$ cat config.mk
export PLATFORM = sky130hd
export DESIGN_NAME = multicycle_sequencer
export DESIGN_NICKNAME = d
export VERILOG_FILES = /design/src/rtl/seq_pkg.sv /design/src/rtl/opcode_classifier.sv /design/src/rtl/multicycle_sequencer.sv
export SDC_FILE = /design/constraint.sdc
export NUM_CORES = 1
export LEC_CHECK = 0
export CAP_MARGIN = 20
export CELL_PAD_IN_SITES_DETAIL_PLACEMENT = 1
export CELL_PAD_IN_SITES_GLOBAL_PLACEMENT = 1
export CORE_AREA = 2 2 81 83
export DETAILED_ROUTE_END_ITERATION = 10
export DIE_AREA = 0 0 83 85
export PLACE_DENSITY_LB_ADDON = 0.1
export SETUP_SLACK_MARGIN = 0.05
export SYNTH_ARGS = -nofsm -noshare
export SYNTH_HDL_FRONTEND = slang
export SYNTH_SLANG_ARGS = --single-unit
export TNS_END_PERCENT = 50
$ cat constraint.sdc
create_clock -name clock -period 4.8 [get_ports clock]
set_clock_uncertainty 0.15 [all_clocks]
set_input_delay 0.48 -clock clock [delete_from_list [all_inputs] [get_ports clock]]
set_output_delay 0.48 -clock clock [all_outputs]
set_load 0.005 [all_outputs]
$ cat src/rtl/seq_pkg.sv
// Shared state encodings, instruction classes and opcode boundaries for the stage sequencer.
// Combinational constants only: no latency, no flow control.
package seq_pkg;

    typedef enum logic [2:0] {
        S_IF  = 3'd0,
        S_ID  = 3'd1,
        S_EX  = 3'd2,
        S_MEM = 3'd3,
        S_WB  = 3'd4
    } state_t;

    typedef enum logic [2:0] {
        CLS_ALU,
        CLS_LOAD,
        CLS_STORE,
        CLS_BRANCH,
        CLS_JUMP,
        CLS_ILLEGAL
    } cls_t;

    // Upper bound of each contiguous opcode range; STORE also owns the stray code 15.
    localparam logic [3:0] OP_ALU_LAST    = 4'd4;
    localparam logic [3:0] OP_LOAD_LAST   = 4'd7;
    localparam logic [3:0] OP_STORE       = 4'd8;
    localparam logic [3:0] OP_BRANCH_LAST = 4'd11;
    localparam logic [3:0] OP_STORE_ALT   = 4'd15;

endpackage

$ cat src/rtl/opcode_classifier.sv
// Maps an opcode to the class that selects its stage path; any code >= 16 is illegal.
// Purely combinational, zero latency, no backpressure.
module opcode_classifier
    import seq_pkg::*;
#(
    parameter int OPCODE_W = 4
) (
    input  logic [OPCODE_W-1:0] opcode,
    output cls_t                cls
);

    logic [3:0] low;
    logic       high;

    assign low = opcode[3:0];

    generate
        if (OPCODE_W > 4) begin : g_wide
            assign high = |opcode[OPCODE_W-1:4];
        end else begin : g_narrow
            assign high = 1'b0;
        end
    endgenerate

    always_comb begin
        cls = CLS_ALU;
        if (high)
            cls = CLS_ILLEGAL;
        else if (low <= OP_ALU_LAST)
            cls = CLS_ALU;
        else if (low <= OP_LOAD_LAST)
            cls = CLS_LOAD;
        else if (low == OP_STORE || low == OP_STORE_ALT)
            cls = CLS_STORE;
        else if (low <= OP_BRANCH_LAST)
            cls = CLS_BRANCH;
        else
            cls = CLS_JUMP;
    end

endmodule

$ cat src/rtl/multicycle_sequencer.sv
// Multi-cycle stage sequencer: walks IF/ID/EX/MEM/WB along a per-class path (2-5 cycles per instruction).
// stall freezes everything; MEM waits on memReady up to MEM_TIMEOUT cycles, then aborts with a sticky error.
module multicycle_sequencer
    import seq_pkg::*;
#(
    parameter int OPCODE_W    = 4,
    parameter int MEM_TIMEOUT = 15,
    parameter int CNT_W       = 32
) (
    input  logic                clock,
    input  logic                resetN,
    input  logic                stall,
    input  logic [OPCODE_W-1:0] instructionCode,
    input  logic                memReady,
    output logic                enIF,
    output logic                enID,
    output logic                enE,
    output logic                enMem,
    output logic                enWRB,
    output logic [2:0]          stateOut,
    output logic                instrDone,
    output logic                illegalOp,
    output logic                memError,
    output logic [CNT_W-1:0]    retiredCount
);

    localparam logic [7:0] TIMEOUT = 8'(MEM_TIMEOUT);

    state_t     state;
    cls_t       cls_q;
    cls_t       cls_d;
    logic [7:0] wait_cnt;

    opcode_classifier #(.OPCODE_W(OPCODE_W)) u_classifier (
        .opcode (instructionCode),
        .cls    (cls_d)
    );

    always_ff @(posedge clock or negedge resetN) begin
        if (!resetN) begin
            state        <= S_IF;
            cls_q        <= CLS_ALU;
            wait_cnt     <= '0;
            instrDone    <= 1'b0;
            illegalOp    <= 1'b0;
            memError     <= 1'b0;
            retiredCount <= '0;
        end else begin
            instrDone <= 1'b0;
            illegalOp <= 1'b0;
            if (!stall) begin
                case (state)
                    S_IF: state <= S_ID;
                    S_ID: begin
                        cls_q <= cls_d;
                        case (cls_d)
                            CLS_JUMP: begin
                                state        <= S_IF;
                                instrDone    <= 1'b1;
                                retiredCount <= retiredCount + CNT_W'(1);
                            end
                            CLS_ILLEGAL: begin
                                state     <= S_IF;
                                illegalOp <= 1'b1;
                            end
                            default: state <= S_EX;
                        endcase
                    end
                    S_EX: begin
                        case (cls_q)
                            CLS_ALU: state <= S_WB;
                            CLS_LOAD, CLS_STORE: begin
                                state    <= S_MEM;
                                wait_cnt <= '0;
                            end
                            default: begin
                                state        <= S_IF;
                                instrDone    <= 1'b1;
                                retiredCount <= retiredCount + CNT_W'(1);
                            end
                        endcase
                    end
                    S_MEM: begin
                        // A ready on the timeout cycle still wins: success is checked first.
                        if (memReady) begin
                            if (cls_q == CLS_LOAD) begin
                                state <= S_WB;
                            end else begin
                                state        <= S_IF;
                                instrDone    <= 1'b1;
                                retiredCount <= retiredCount + CNT_W'(1);
                            end
                        end else begin
                            wait_cnt <= wait_cnt + 8'd1;
                            if (wait_cnt + 8'd1 >= TIMEOUT) begin
                                memError <= 1'b1;
                                state    <= S_IF;
                            end
                        end
                    end
                    S_WB: begin
                        state        <= S_IF;
                        instrDone    <= 1'b1;
                        retiredCount <= retiredCount + CNT_W'(1);
                    end
                    default: state <= S_IF;
                endcase
            end
        end
    end

    always_comb begin
        enIF  = (state == S_IF);
        enID  = (state == S_ID);
        enE   = (state == S_EX);
        enMem = (state == S_MEM);
        enWRB = (state == S_WB);
    end

    assign stateOut = state;

endmodule

After elaboration in Yosys (flattened, before gate mapping):

Index checks and enable logic that the tools add are counted.

* flip-flop bits (word level): 49
* bits of input ports: 8
* output and inout bits: 43
* word-level logic and storage cells: 72

* add/subtract/negate cells: 2
* $lt $le $gt $ge: 4
* eq/ne operators: 17
* multiplexer cells: 27
* bitwise logic cells: 2
* reduce and logical (&&, ||, !) cells: 13

Operators with widths (number)
* 32-bit two-way mux: 4
* 32-bit one-hot mux with 4 select lines: 1
* 32-bit by 1-bit adder with 32-bit output (second input constant): 1
* 3-bit two-way mux: 7
* 8-bit two-way mux: 2
* 8-bit one-hot mux with 2 select lines: 1
* 3-bit one-hot mux with 4 select lines: 1
* 3-bit by 2-bit equality test with 1-bit output (second input constant): 3
* 3-bit equality test (second input constant): 3
* 8-bit by 1-bit adder with 8-bit output (second input constant): 1
* 4-bit equality test (second input constant): 2
* 8-bit by 4-bit >= comparator with 1-bit output (second input constant): 1
* 4-bit by 3-bit <= comparator with 1-bit output (second input constant): 2
* 1-bit two-way mux: 8
* 2-bit inequality test (second input constant): 4
* 4-bit AND reduction: 2
* 3-bit by 1-bit equality test with 1-bit output (second input constant): 2
* 3-bit logical NOT: 2
* 3-bit one-hot mux with 2 select lines: 1
* 6-bit AND reduction: 1
* 4-bit <= comparator (second input constant): 1
* 2-bit by 1-bit inequality test with 1-bit output (second input constant): 2
* 1-bit one-hot mux with 4 select lines: 1
* 2-bit AND reduction: 2
* other kinds (8): 10

Longest topological paths before layout:

Gate-level depths: netlist of the first run.

* word-level depth: 9
* depth in mapped cells: 8
* depth with buffers taken out: 6

By module:

Synthesis of the first run repeated with hierarchy kept, for this count alone.

* cell total of the unflattened synthesis: 260
* area total of the unflattened synthesis: 2622.5 um^2

Modules (own cells, without submodules)
* multicycle_sequencer: instances 1, cells an instance 255, area an instance 2592.5 um^2, sequential area each 1226.2 um^2
* opcode_classifier: instances 1, cells an instance 5, area an instance 30.0 um^2, sequential area each 0.0 um^2

Worst setup path after synthesis of the first run:

Ideal clock, no wire load.

* kind: register to register
* start point: register state[2] (netlist: stateOut[2])
* end point: register wait_cnt[2]
* setup time: 135 ps
* data arrival time: 1698 ps
* required time: 4515 ps
* setup slack: 2817 ps
* stages on the path, launching flop included: 7
* path buffers: 1
* period minus slack after synthesis: 1983 ps
* cell sequence: dfrtp_1 -> buf_2 -> or3b_2 -> nor3_2 -> o21bai_1 -> o21ai_0 -> o21ai_0

* longest elaborated chain between the ends: 3
* elaborated cells between the ends (all ways): 7
* those cells by class: eq/ne (4); mux (1); reduce/logical (2)

RTL lines
* start: declaration: line multicycle_sequencer.sv:29 `state_t state;`
* start signal: assignment: line multicycle_sequencer.sv:41 `state <= S_IF;`
* start signal: assignment: line multicycle_sequencer.sv:53 `S_IF: state <= S_ID;`
* start signal: assignment: line multicycle_sequencer.sv:58 `state <= S_IF;`
* 3-bit by 2-bit equality test with 1-bit output: line multicycle_sequencer.sv:52 `case (state)`
* 2-bit by 1-bit inequality test with 1-bit output (no line), or another cell as far along
* 4-bit AND reduction (no line)
* end signal: assignment: line multicycle_sequencer.sv:94 `wait_cnt <= wait_cnt + 8'd1;`
* end: declaration: line multicycle_sequencer.sv:32 `logic [7:0] wait_cnt;`

Several ways; a longest one is shown, not always the timed one.
A chain may end at the register's enable or synchronous reset.

Worst setup path in the final report of the first run:

* start point: input memReady
* end point: register retiredCount[17]

* longest elaborated chain between the ends: 2

RTL lines
* start: declaration: line multicycle_sequencer.sv:14 `input logic memReady,`
* 2-bit inequality test (no line)
* 6-bit AND reduction (no line)
* end signal: assignment: line multicycle_sequencer.sv:60 `retiredCount <= retiredCount + CNT_W'(1);`
* end signal: assignment: line multicycle_sequencer.sv:79 `retiredCount <= retiredCount + CNT_W'(1);`
* end signal: assignment: line multicycle_sequencer.sv:91 `retiredCount <= retiredCount + CNT_W'(1);`
* end: declaration: line multicycle_sequencer.sv:24 `output logic [CNT_W-1:0] retiredCount`

No other way between the ends.

==> key figures, run 1 <==
Run status
  • Outcome: completed

Yosys
  • Unique cell type count in the Yosys netlist: 51
  • Async set-reset flop share out of synthesis: 1.00
  • Yosys reg bits: 49
  • Post-synthesis instance area: 0.00256 mm^2
  • Cell taking the most area after synthesis: dfrtp_1
  • Main area contributors after synthesis: dfrtp_1, xor2_1, nand2_1, xnor2_1, nand3_1
  • Post-synth EDFFs: 0
  • Primary FF master, synth: dfrtp_1
  • Yosys warns: 0
  • Post-Synthesis Mean Instance Area: 10.2 um^2
  • Cells after synthesis: 251
  • Sequential fraction of the synthesis area: 0.479
  • Top-area cell type share of the netlist area: 0.479
  • Post-synthesis net count: 262

CTS
  • Number of gates resized after CTS: 0
  • Post-CTS setup buffers: 0
  • CTS tree: done
  • Later-pin clock latency in the skew report: 0.29 ns
  • H-tree Lvls: 2
  • Longest Clk Path Bufs: 2
  • Worst-path clk slew: 0.09 ns
  • Cts bufs inserted: 5
  • Cts hold-fix bufs: 0
  • CTS sink cnt: 49
  • CTS root buf: clkbuf_8

Timing
  • Final period utilization: 0.566
  • Min Tclk post-route: 2.72 ns
  • Fmax: 368 MHz
  • Count of final hold-check violations: 0
  • Max Slew Vio Count: 0
  • Final TNS setup: 0 ns
  • Slew HR: 0.324
  • Hold WS: 0.123 ns
  • Unrepaired setup endpoints after global routing: no
  • # setup viols final: 0
  • Slew at the pin closest to its max-slew limit: 1.01 ns

Floorplanning
  • IO Count: 51
  • Die Wd: 83 um
  • Core area: 0.00620 mm^2
  • Initial core utilization: 0.413
  • Die ar.: 0.00706 mm^2
  • FP Rows: 29
  • Die Height: 85 um

Critical path
  • Crit start category: input port
  • Crit Path Max Fanout: 20
  • WP data required: 4.83 ns
  • Critical path type: input port to register
  • CP Launch Point: memReady
  • Cell breakdown of the critical path: clkdlybuf4s50_1 > and4b_1 > a32o_2 > o21ai_2 > inv_2 > and3_1 > xor2_1
  • Setup crit end kind: register
  • Worst path slowest cell: o21ai_2
  • Crit path DAT: 2.75 ns
  • Worst reg2reg startpoint: cls_q[1]
  • Crit path largest cell delay: 0.78 ns

Placement
  • IO buf count: 50
  • DPL Wire Length: 4.31 mm
  • GPL Wtd Cong: 0.774

Global routing
  • Initial antenna violation count: 0
  • Global-route wire length before repair: 10.5 mm
  • Vias in the first global route: 2149
  • Overflow after GRT: 0
  • Gr usage total: 0.181
  • Largest net degree at the start of global routing: 50

Cells and area
  • Register Area: 0.00123 mm^2
  • Area grow syn2layout: 24.8%
  • Antenna cell count: 0
  • Filler Cell Count: 692
  • Commonest cells after routing, fill and taps aside: dfrtp_1, clkdlybuf4s50_1, nand2_1, xor2_1, nor2_1
  • Layout cells sized above 1: 0.0891
  • Area of the multi-input gates: 0.00126 mm^2
  • NumNets Final: 313

Drt
  • ANT nets after route: 0
  • Vias: 2044
  • Wire length per cell: 15.8 um
  • Pre-antenna DRT Iters: 4
  • DR DRC count: 0
  • DRT iter0 DRCs: 41
  • Drt via density: 5.38
  • Drt total wl: 5.99 mm

Power
  • LEAKAGE: 0.00141 uW
  • Peak VDD IR: 0.189 mV
  • PwrDens: 372 mW/mm^2

Job
  • Max-Cap Viols: 0

Hold path
  • Worst Hold Class: input port to async pin
stage by stage:
stage / cells / power (uW) / setup WS (ns) / utilization / area (um^2)
finish: 380 / 1190 / 2.08 / 0.515 / 3200
global route: 380 / 1280 / 1.90 / 0.515 / 3200
CTS: 380 / 1210 / 2.06 / 0.515 / 3200
detailed placement: 372 / 971 / 1.74 / 0.502 / 3120
global placement: 372 / 954 / 1.77 / 0.502 / 3120
floorplan: 251 / 794 / 2.82 / - / 2560
worst max-delay path, delay by kind of cell:
kind                   cells  cell delay, ns
AO/OA/AOI/OAI              2            1.03
buffers and inverters      2            0.62
AND/OR/NAND/NOR            2            0.48
XOR/XNOR                   1            0.14
registers in the layout, summed over array words and instances (netlist names):
register	cells
cls_q	3
illegalOp	1
instrDone	1
memError	1
retiredCount	32
stateOut	3
wait_cnt	8
synth_stat cells, types with 3 or more instances:
master and number:
nand4_1 4, nor3_2 6, nor2b_1 4, nand3_1 13
o22ai_1 3, xor2_1 24, ha_1 3, and3_1 4
xnor2_1 11, dfrtp_1 49, nand2_1 30, nor2_1 14
nor3_1 13, inv_1 7, nand2b_1 3, o21ai_0 11
clkbuf_1 3, nand3b_1 3, nor4_2 4
power breakdown:
part	internal, uW	switching [uW]	total, uW
combinational	198	187	385
sequential	468	104	572
clock	104	130	233
total	769	421	1190
layout make-up:
type	count	share of cell area
multi-input cells	187	0.394
flip-flops and latches	49	0.384
repair buffers	51	0.157
well taps	77	0.0301
clock buffers	8	0.0251
inverters	8	0.00940
worst paths after layout:
path / slack [ns] / depth (start not counted) / endpoint
worst max-delay path: 2.08 / 7 / retiredCount[17]
worst min-delay path: 0.12 / 2 / cls_q[1]
worst max register to register: 2.12 / 6 / retiredCount[17]
worst min register to register: 0.31 / 1 / memError
max in group asynchronous: 3.94 / 2 / retiredCount[30]
min in group clock: 0.31 / 1 / memError
cell families after synthesis:
| group | count (synthesis) | share of synthesized area |
|---|---|---|
| AND/OR/NAND/NOR | 114 | 0.265 |
| flip-flops | 49 | 0.479 |
| XOR/XNOR | 35 | 0.120 |
| AO/OA/AOI/OAI | 34 | 0.0909 |
| buffers and inverters | 15 | 0.0288 |
| adder cells (fa/ha/maj) | 3 | 0.0147 |
| other | 1 | 0.00146 |
layer usage:
layer | vias up | global-route usage | share of wire
met5 | - | 0 | 0
met1 | 1021 | 0.255 | 0.49
met3 | 6 | 0.0263 | 0.026
met4 | 0 | 0.0462 | 0.0092
met2 | 36 | 0.294 | 0.47
li1 | 981 | - | -
(Power assumes the default switching activity.)
==> run 2, diff against run 1 <==
Settings changed: CORE_AREA 2 2 81 83 to 2 2 83 85, DIE_AREA 0 0 83 85 to 0 0 85 87.
Clock period 4.8 ns to 2.62 ns, I/O delays scaled along.
==> run 2 against run 1 <==
Against the previous run:
- cell count is 2.6% higher
- clock power up 110%
- global-route usage decreased by 0.11 points
- critical path depth decreased by 5
- sequential cell count is the same
- utilization fell by 1.4 points
- sequential power is 82% higher
- largest power group unchanged
- highest routed layer unchanged
- register-to-register slack got worse by 1.7 ns
- total power rose by 91%
- first-iteration DRC count fell by 22%
==> key figures, run 2 (synthesized netlist as in run 1, its figures left out) <==
Run status
  • Outcome: completed

Cells and area
  • Commonest cells after routing, fill and taps aside: dfrtp_1, clkdlybuf4s50_1, nand2_1, xor2_1, nor2_1
  • Max FFs per register: 32
  • Antenna cell count: 0
  • Biggest regs: retiredCount (32), wait_cnt (8)
  • Top reg by flops: retiredCount
  • Layout cells sized above 1: 0.116
  • Finished layout cell area: 0.00329 mm^2
  • Area grow syn2layout: 28.4%
  • NumNets Final: 320

Job
  • Max-Cap Viols: 0

Critical path
  • Critical path type: register to output port
  • WP data required: 2.21 ns
  • Reg2reg end: wait_cnt[2]
  • Crit path DAT: 1.95 ns
  • Crit start category: register
  • Worst Reg-to-Reg Cells: 5
  • Reg-to-reg slack, setup: 0.40 ns
  • Worst reg2reg startpoint: stateOut[2]
  • Setup crit end kind: output port
  • Crit Path Max Fanout: 11

Drt
  • Metal1 wirelength: 2.87 mm
  • Pre-antenna DRT Iters: 2
  • Top routing layer used: met4
  • DRT iter0 DRCs: 32
  • ANT nets after route: 0
  • Drt via density: 5.34
  • DR DRC count: 0
  • WL met2: 3.07 mm
  • Vias: 2084
  • Met3 wire length: 189 um
  • Wire length per cell: 15.9 um
  • Drt total wl: 6.20 mm

Timing
  • Slew HR: 0.632
  • Fmax: 424 MHz
  • Final period utilization: 0.901
  • Hold WS: 0.144 ns
  • Max Slew Vio Count: 0
  • Min Tclk post-route: 2.36 ns
  • Final TNS setup: 0 ns
  • Unrepaired setup endpoints after global routing: no
  • Count of final hold-check violations: 0
  • Slew at the pin closest to its max-slew limit: 0.548 ns
  • # setup viols final: 0

Power
  • Sequential share of power: 0.457
  • LEAKAGE: 0.00146 uW
  • P_int: 1480 uW
  • Peak VDD IR: 0.359 mV
  • Power Total: 2280 uW
  • Total net switching power: 795 uW
  • Comb pwr share: 0.325
  • PwrDens: 692 mW/mm^2
  • Switching Fraction: 0.349
  • Clock share of power: 0.218

Placement
  • Post-place instance area: 0.00318 mm^2
  • GPL Wtd Cong: 0.772
  • IO buf count: 50
  • DPL Wire Length: 4.52 mm

CTS
  • CTS root buf: clkbuf_8
  • Longest Clk Path Bufs: 2
  • Post-CTS setup buffers: 0
  • Cts bufs inserted: 5
  • Later-pin clock latency in the skew report: 0.30 ns
  • CTS sink cnt: 49
  • H-tree Lvls: 2
  • CTS tree: done
  • Worst-path clk slew: 0.09 ns

Global routing
  • Gr usage total: 0.179
  • Largest net degree at the start of global routing: 47
  • Overflow after GRT: 0
  • Global-route wire length before repair: 10.6 mm
  • Vias in the first global route: 2101
  • Initial antenna violation count: 0

Floorplanning
  • IO Count: 51
  • Initial core utilization: 0.390
  • Die Height: 87 um
  • Core area: 0.00657 mm^2
  • Die Wd: 85 um
  • Die ar.: 0.00740 mm^2
  • FP Rows: 30

Hold path
  • Worst Hold Class: input port to async pin
-- run 2: cell types whose count changed in the layout (fill, tap and decap cells not counted), sizes merged --
| cell | change |
|---|---|
| clkbuf | -1 |
| buf | +6 |
| dlygate4sd3 | +1 |
| clkinv | +1 |
-- run 2: critical path, cell delays in order, from the launching register on --
cell and delay (ns):
dfrtp_1 0.51, nor3_1 0.53, clkdlybuf4s50_1 0.61
-- run 2: worst max path at each step --
stage                     start               end  slack [ns]  cells after the start
floorplan           stateOut[2]       wait_cnt[2]        0.64                      6
global placement       memReady  retiredCount[26]        0.39                      6
detailed placement     memReady  retiredCount[17]        0.35                      8
CTS                 stateOut[1]               enE        0.25                      3
global route        stateOut[1]               enE        0.16                      3
finish              stateOut[2]              enIF        0.26                      2
-- run 2: final cells by class --
class	count	area (um^2)
fillers	723	3280
multi-input cells	187	1260
flip-flops and latches	49	1230
repair buffers	58	571
well taps	80	100
clock buffers	7	96.3
inverters	8	30.0
clock inverters	1	5.00
-- run 2: power groups by stage --
stage	Clock, uW	Sequential (uW)	Combinational [uW]
finish	496	1040	741
detailed placement	0	1050	750
floorplan	0	989	465
global placement	0	1050	736
global route	548	1070	826
CTS	515	1040	755
-- run 2: through the flow --
step | cells | setup WS [ns] | util
after floorplan | 251 | 0.637 | -
after global placement | 381 | 0.391 | 0.484
after detailed placement | 381 | 0.355 | 0.484
after CTS | 390 | 0.254 | 0.501
after global routing | 390 | 0.157 | 0.501
final | 390 | 0.260 | 0.501
-- run 2: repair_timing --
| action | 4_1_cts | 5_1_grt |
|---|---|---|
| hold endpoints to repair | 49 | 0 |
| gates resized for setup | 0 | 0 |
| hold buffers | 1 | 0 |
| setup endpoints to repair | 0 | 0 |
-- run 2: per-layer routing --
layer,vias to the layer above,track usage
met5,-,0
met1,1045,0.235
met3,6,0.0341
li1,1000,-
met2,33,0.306
met4,0,0.0476
==> run 3, diff against run 2 <==
Settings changed: MAX_ROUTING_LAYER from default to met4, SLEW_MARGIN from default to 20.
==> run 3 against run 2 <==
Against the previous run:
- hold slack is essentially flat
- combinational power barely moved
- total power hardly changed
- cell count is the same
- critical path type unchanged
- non-clock buffer count stayed put
- largest cell class unchanged
- sequential power is essentially flat
- setup slack about the same
- sequential share of layout area unchanged
- utilization unchanged
- global-route usage up 0.51 points
==> key figures, run 3 (synthesized netlist as in run 1, its figures left out) <==
Run status
  • Outcome: completed

Placement
  • DPL Wire Length: 4.52 mm
  • IO buf count: 50
  • GPL Wtd Cong: 0.782
  • Post-place instance area: 0.00318 mm^2
  • Total placed cells including tap cells: 381

Global routing
  • Vias in the first global route: 2106
  • Gr usage total: 0.185
  • Global-route wire length before repair: 10.6 mm
  • Initial antenna violation count: 0
  • Overflow after GRT: 0
  • Largest net degree at the start of global routing: 47

Cells and area
  • Area grow syn2layout: 28.4%
  • Max FFs per register: 32
  • Fin cells: 390
  • Top reg by flops: retiredCount
  • Biggest regs: retiredCount (32), wait_cnt (8)
  • Final core occ: 0.501
  • NumNets Final: 320
  • Layout cells sized above 1: 0.116
  • Commonest cells after routing, fill and taps aside: dfrtp_1, clkdlybuf4s50_1, nand2_1, xor2_1, nor2_1
  • Filler Cell Count: 723
  • Antenna cell count: 0
  • Finished layout cell area: 0.00329 mm^2

Timing
  • Fmax: 424 MHz
  • # setup viols final: 0
  • Final period utilization: 0.901
  • Max Slew Vio Count: 0
  • Min Tclk post-route: 2.36 ns
  • Final TNS setup: 0 ns
  • Unrepaired setup endpoints after global routing: no
  • Count of final hold-check violations: 0
  • Slew HR: 0.632
  • Hold WS: 0.144 ns
  • Slew at the pin closest to its max-slew limit: 0.548 ns

CTS
  • CTS tree: done
  • H-tree Lvls: 2
  • CTS sink cnt: 49
  • Cts bufs inserted: 5
  • Post-CTS setup buffers: 0
  • Later-pin clock latency in the skew report: 0.30 ns
  • Worst-path clk slew: 0.09 ns
  • Cts hold-fix bufs: 1
  • CTS root buf: clkbuf_8
  • Number of gates resized after CTS: 0
  • Longest Clk Path Bufs: 2

Critical path
  • Crit Path Max Fanout: 11
  • Setup crit end kind: output port
  • Critical path type: register to output port
  • Crit path DAT: 1.95 ns
  • Reg-to-reg slack, setup: 0.39 ns
  • Crit start category: register
  • WP data required: 2.21 ns

Drt
  • Drt total wl: 6.19 mm
  • Vias: 2091
  • Wire length per cell: 15.9 um
  • ANT nets after route: 0
  • DR DRC count: 0
  • DRT iter0 DRCs: 49
  • Pre-antenna DRT Iters: 2
  • Drt via density: 5.36

Hold path
  • Worst Hold Class: input port to async pin

Power
  • PwrDens: 693 mW/mm^2
  • LEAKAGE: 0.00146 uW
  • Peak VDD IR: 0.359 mV

Floorplanning
  • Die Height: 87 um
  • FP Rows: 30
  • Core area: 0.00657 mm^2
  • Die Wd: 85 um
  • Initial core utilization: 0.390
  • IO Count: 51
  • Die ar.: 0.00740 mm^2

Job
  • Max-Cap Viols: 0
[run 3: critical path, stage by stage (launching register included)]
cell             delay [ns]
dfrtp_1                0.51
nor3_1                 0.53
clkdlybuf4s50_1        0.61
[run 3: power breakdown]
group,leakage (uW),internal [uW],switching [uW]
Combinational,0.000757,385,355
Clock,0.0000542,239,257
Sequential,0.000650,857,184
[run 3: metal layers]
metal,global-route usage,routed length [um],vias to the layer above
met5,-,0,-
met4,0.0476,73,0
met3,0.0341,189,6
met2,0.306,3070,33
met1,0.234,2860,1052
li1,-,-,1000
[run 3: worst paths after layout]
kind	depth (start not counted)	endpoint	startpoint
hold / removal	2	cls_q[1]	resetN
hold reg to reg	1	memError	memError
min in group clock	1	memError	memError
setup reg to reg	5	wait_cnt[2]	stateOut[2]
max in group asynchronous	3	retiredCount[15]	resetN
setup / recovery	2	enIF	stateOut[2]
[run 3: cell type report]
class	count	area [um^2]	share of cell area
sequential	49	1230	0.373
clock buffer	7	96.3	0.0293
tap	80	100	0.0304
inverter	8	30.0	0.00913
timing repair buffer	58	571	0.174
clock inverter	1	5.00	0.00152
multi-input combinational	187	1260	0.383
[run 3: metrics by stage]
| step | total power, uW | setup WS [ns] |
|---|---|---|
| 2_1_floorplan | 1450 | 0.637 |
| 3_3_place_gp | 1790 | 0.391 |
| 3_5_place_dp | 1800 | 0.355 |
| 4_1_cts | 2310 | 0.254 |
| 5_1_grt | 2440 | 0.157 |
| 6_report | 2280 | 0.260 |
